[config.mk]
export PLATFORM = sky130hd
export DESIGN_NAME = serializador
export DESIGN_NICKNAME = d
export VERILOG_FILES = /design/src/rtl/serializador.sv
export SDC_FILE = /design/constraint.sdc
export NUM_CORES = 1
export LEC_CHECK = 0
export CAP_MARGIN = 0
export CORE_MARGIN = 10
export CORE_UTILIZATION = 42
export DETAILED_ROUTE_END_ITERATION = 10
export GPL_ROUTABILITY_DRIVEN = 0
export PLACE_DENSITY = 0.71
export SLEW_MARGIN = 20
export SYNTH_ARGS = -nofsm -noshare
export SYNTH_HDL_FRONTEND = slang
export SYNTH_SLANG_ARGS = --single-unit
[constraint.sdc]
create_clock -name clk -period 2.7 [get_ports clk]
set_input_delay 0.405 -clock clk [delete_from_list [all_inputs] [get_ports clk]]
set_output_delay 0.405 -clock clk [all_outputs]
set_load 0.05 [all_outputs]
[src/rtl/serializador.sv]
// Parallel-to-serial transmitter: start bit, N data bits LSB first, stop bit.
// Every bit lasts DIV clocks; all state advances on the falling edge of clk.
module serializador #(
    parameter int N   = 8,
    parameter int DIV = 4
) (
    input  logic         clk,
    input  logic         rst_n,
    input  logic [N-1:0] d,
    input  logic         d_valid,
    output logic         d_ready,
    output logic         tx,
    output logic         busy,
    output logic         done
);

    localparam int BW = (N > 1) ? $clog2(N) : 1;
    localparam int DW = (DIV > 1) ? $clog2(DIV) : 1;

    localparam logic [BW-1:0] BIT_LAST = BW'(N - 1);
    localparam logic [DW-1:0] DIV_LAST = DW'(DIV - 1);

    localparam logic [1:0] IDLE  = 2'd0;
    localparam logic [1:0] START = 2'd1;
    localparam logic [1:0] DATA  = 2'd2;
    localparam logic [1:0] STOP  = 2'd3;

    logic [1:0]    state_reg,   state_next;
    logic [N-1:0]  shift_reg,   shift_next;
    logic [BW-1:0] bit_cnt_reg, bit_cnt_next;
    logic [DW-1:0] div_cnt_reg, div_cnt_next;
    logic          tx_reg,      tx_next;
    logic          ready_reg,   ready_next;
    logic          busy_reg,    busy_next;
    logic          done_reg,    done_next;
    logic          bit_end;

    assign bit_end = (div_cnt_reg == DIV_LAST);

    always_comb begin
        state_next   = state_reg;
        shift_next   = shift_reg;
        bit_cnt_next = bit_cnt_reg;
        div_cnt_next = div_cnt_reg;
        tx_next      = tx_reg;
        done_next    = 1'b0;

        // Outside the bit boundary every non-idle state just advances the divider.
        if (state_reg != IDLE && !bit_end) begin
            div_cnt_next = div_cnt_reg + DW'(1);
        end

        case (state_reg)
            IDLE: begin
                tx_next = 1'b1;
                if (d_valid) begin
                    shift_next   = d;
                    bit_cnt_next = '0;
                    div_cnt_next = '0;
                    tx_next      = 1'b0;
                    state_next   = START;
                end
            end
            START: begin
                if (bit_end) begin
                    div_cnt_next = '0;
                    tx_next      = shift_reg[0];
                    state_next   = DATA;
                end
            end
            DATA: begin
                if (bit_end) begin
                    div_cnt_next = '0;
                    if (bit_cnt_reg == BIT_LAST) begin
                        tx_next    = 1'b1;
                        state_next = STOP;
                    end else begin
                        bit_cnt_next = bit_cnt_reg + BW'(1);
                        shift_next   = shift_reg >> 1;
                        tx_next      = shift_next[0];
                    end
                end
            end
            STOP: begin
                if (bit_end) begin
                    div_cnt_next = '0;
                    tx_next      = 1'b1;
                    done_next    = 1'b1;
                    state_next   = IDLE;
                end
            end
            default: begin
                tx_next    = 1'b1;
                state_next = IDLE;
            end
        endcase

        ready_next = (state_next == IDLE);
        busy_next  = !ready_next;
    end

    always_ff @(negedge clk or negedge rst_n) begin
        if (!rst_n) begin
            state_reg   <= IDLE;
            shift_reg   <= '0;
            bit_cnt_reg <= '0;
            div_cnt_reg <= '0;
            tx_reg      <= 1'b1;
            ready_reg   <= 1'b1;
            busy_reg    <= 1'b0;
            done_reg    <= 1'b0;
        end else begin
            state_reg   <= state_next;
            shift_reg   <= shift_next;
            bit_cnt_reg <= bit_cnt_next;
            div_cnt_reg <= div_cnt_next;
            tx_reg      <= tx_next;
            ready_reg   <= ready_next;
            busy_reg    <= busy_next;
            done_reg    <= done_next;
        end
    end

    assign tx      = tx_reg;
    assign d_ready = ready_reg;
    assign busy    = busy_reg;
    assign done    = done_reg;

endmodule

==> impl_metrics.csv <==
group,metric,value,unit
critical_path,r2r_cells,6,
cells_and_area,diodes,0,
power,p_int,0.863,mW
power,netSwitchingPower,0.465,mW
power,powerDensity,1070,mW/mm²
critical_path,reg2reg_from,"bit_cnt_reg[0]",
critical_path,worstPathCellList,"buf_12",
sta,slew-limit-headroom,0.770,
worst_hold_path,hp-class,"reg2reg",
logic_synthesis,yosysWarnings,0,
sta,setup_viol,2,
critical_path,critPathRequiredTime,2.30,ns
detailed_routing,drt-initial-drc-count,10,
logic_synthesis,synth.area.top_cells,"dfrtn_1 (44%), mux2_4 (22%), dfstp_2 (5.4%)",
logic_synthesis,synth_seq_cells,19,
sta,rsz0062_at_grt,"true",
cells_and_area,syn_to_final_growth,27.7,%
logic_synthesis,avgSynthCellArea,13.0,µm²
critical_path,slowest_stage,"dfstp_2",
logic_synthesis,synth.top_cell.area_share,0.435,
power,ir_drop,0.446,mV
cells_and_area,layout.cells.non_filler,126,
critical_path,cp_slowest_stage_delay,0.55,ns
die,ios,15,
critical_path,cp_max_fo,2,
detailed_routing,wl_per_cell,13.9,µm
clock_network,cts_root_buf,"clkbuf_4",
sta,postLayoutSetupSlackWorst,-0.0915,ns
status,status,"complete, but fails checks",
clock_network,cts_htree_levels,1,
logic_synthesis,netlist_instances,75,
critical_path,reg2reg_slack,0.88,ns
logic_synthesis,synth_edf_count,0,
flow_run,maxCapViolCount,0,
power,comb_power_share,0.471,
global_route,grt_use_total,0.0875,
clock_network,hold_buffers,0,
cells_and_area,fin_util,0.564,
logic_synthesis,ys.flop_type,"dfrtn_1",
global_route,first_global_vias,653,
critical_path,critical_path_buf_inv_count,1,
detailed_routing,drt-total-wl,1760,µm
critical_path,critPathCaptureType,"output port",
cells_and_area,seq_area,478,µm²
logic_synthesis,synth_cell_type_count,24,
cells_and_area,drive_above_1_share,0.347,
worst_hold_path,min_from,"shift_reg[6]",
placed_design,port_buffers,14,
detailed_routing,drc_errors,0,
worst_hold_path,holdPathStages,1,
global_route,grt_max_degree,11,
clock_network,cts.clk_slew.worst_paths,0.07,ns
sta,finalHoldViolations,0,
global_route,grt_overflow,0,
detailed_routing,vias,610,
global_route,antenna_found_initial,0,
detailed_routing,firstDrtPassIters,3,
detailed_routing,ant_nets,0,
logic_synthesis,synthArstFlopShare,1.00,
critical_path,cp_data_arrival_time,2.39,ns
power,power_frac_seq,0.416,
global_route,grt_pass1_wl,3030,µm
clock_network,clockBufferDepth,2,
die,die-area,0.00466,mm²
die,die_y,68.2,µm
logic_synthesis,yosysSeqAreaShare,0.489,
sta,fin_skew,0.0576,ns
cells_and_area,nNetsFinal,113,
critical_path,crit_type,"reg2out",
cells_and_area,multiInputGateArea,443,µm²
sta,drv_slew,0,
sta,timing.hold.ws,0.461,ns
die,initial_utilization,0.442,
clock_network,clkSinkCount,19,
cells_and_area,nFillCells,206,
logic_synthesis,yosys.area.top_type,"dfrtn_1",
power,pwr-share-clk,0.113,
clock_network,cts_made_buffers,3,
detailed_routing,viasPerCell,4.84,
power,total_leakage_power,0.573,nW
power,swShare,0.350,
cells_and_area,largest_reg_flops,8,
die,core_area,0.00221,mm²
critical_path,start_kind,"register",
critical_path,crit_family,"flip-flops",
logic_synthesis,synthTopCellsByCount,"dfrtn_1 (17), mux2_4 (14), inv_1 (6)",
sta,tightestPinTransition,0.345,ns
critical_path,r2r-end,"shift_reg[1]",
logic_synthesis,syn-num-nets,89,
status,violations,"negative setup slack",
logic_synthesis,syn-cell-area,977,µm²
worst_hold_path,whs_endpoint,"shift_reg[6]",
die,die_w,68.2,µm
clock_network,clk_latency,0.35,ns
clock_network,cts_tree,"built",
placed_design,dpl.hpwl,1410,µm
placed_design,place_inst,120,
logic_synthesis,synth_most_common_cell,"dfrtn_1",
die,num_rows,17,
## power groups by stage
stage               Sequential, mW  Clock, mW  Combinational, mW
finish                       0.553      0.149              0.626
global route                 0.572      0.173              0.679
CTS                          0.555      0.157              0.637
detailed placement           0.558    0.00696              0.620
global placement             0.550    0.00696              0.596
floorplan                    0.584    0.00696              0.399
## worst max-delay path by stage
stage / endpoint / depth (start not counted) / slack (ns) / start
3_5_place_dp: shift_reg[1] / 5 / -0.51 / d_valid
6_report: tx / 1 / -0.09 / tx
4_1_cts: tx / 1 / -0.10 / tx
2_1_floorplan: bit_cnt_reg[0] / 4 / 0.04 / d_valid
5_1_grt: tx / 1 / -0.14 / tx
3_3_place_gp: shift_reg[1] / 5 / -0.45 / d_valid
## through the flow
step	power, mW	setup TNS [ns]	area, µm²	setup slack, ns
global placement	1.15	-5.00	1200	-0.453
floorplan	0.990	0	977	0.0391
detailed placement	1.19	-5.61	1200	-0.514
finish	1.33	-0.168	1250	-0.0915
CTS	1.35	-0.196	1250	-0.104
global route	1.42	-0.253	1250	-0.136
## kinds of logic (layout without fill, tap and decap cells)
logic type | count (synthesis) | in the layout | synth area share
multiplexers | 17 | 17 | 0.247
buffers and inverters | 9 | 32 | 0.0576
flip-flops | 19 | 19 | 0.489
adder cells (fa/ha/maj) | 3 | 3 | 0.0384
AND/OR/NAND/NOR | 20 | 20 | 0.119
XOR/XNOR | 1 | 1 | 0.00896
AO/OA/AOI/OAI | 6 | 6 | 0.0397
## what timing repair did
action,in CTS,in global routing
buffers inserted,1,0
resized for setup,3,0
endpoints found under the setup margin,13,3
pin swaps,1,1
## layout by cell type (no fill, tap or decap), types with 2 or more instances in the layout
| cell type | Yosys | final |
|---|---|---|
| dfstp_2 | 2 | 2 |
| nand2_1 | 4 | 4 |
| nor3_1 | 3 | 3 |
| inv_1 | 6 | 7 |
| clkdlybuf4s50_1 | 0 | 9 |
| ha_1 | 3 | 3 |
| buf_6 | 3 | 2 |
| nand3b_1 | 2 | 2 |
| buf_12 | 0 | 4 |
| nand3_1 | 3 | 3 |
| o21ai_0 | 3 | 3 |
| dfrtn_1 | 17 | 17 |
| clkbuf_4 | 0 | 3 |
| mux2_4 | 14 | 14 |
| mux2i_1 | 2 | 2 |
| nand2b_1 | 2 | 2 |
| buf_4 | 0 | 5 |
## layout make-up
type                       instances  share of cell area
timing repair buffer              21               0.192
tap                               28              0.0281
multi-input combinational         47               0.355
clock inverter                     3             0.00903
clock buffer                       3              0.0181
sequential                        19               0.383
inverter                           5              0.0150
## layer usage
metal | share of wire | vias to the layer above | routed length [µm] | global-route usage
li1 | - | 303 | - | -
met2 | 0.45 | 18 | 792 | 0.135
met1 | 0.46 | 284 | 806 | 0.0992
met5 | 0 | - | 0 | 0
met4 | 0.028 | 0 | 50 | 0.0553
met3 | 0.060 | 5 | 106 | 0.0343
No activity file was read; power rests on OpenSTA's default activity.
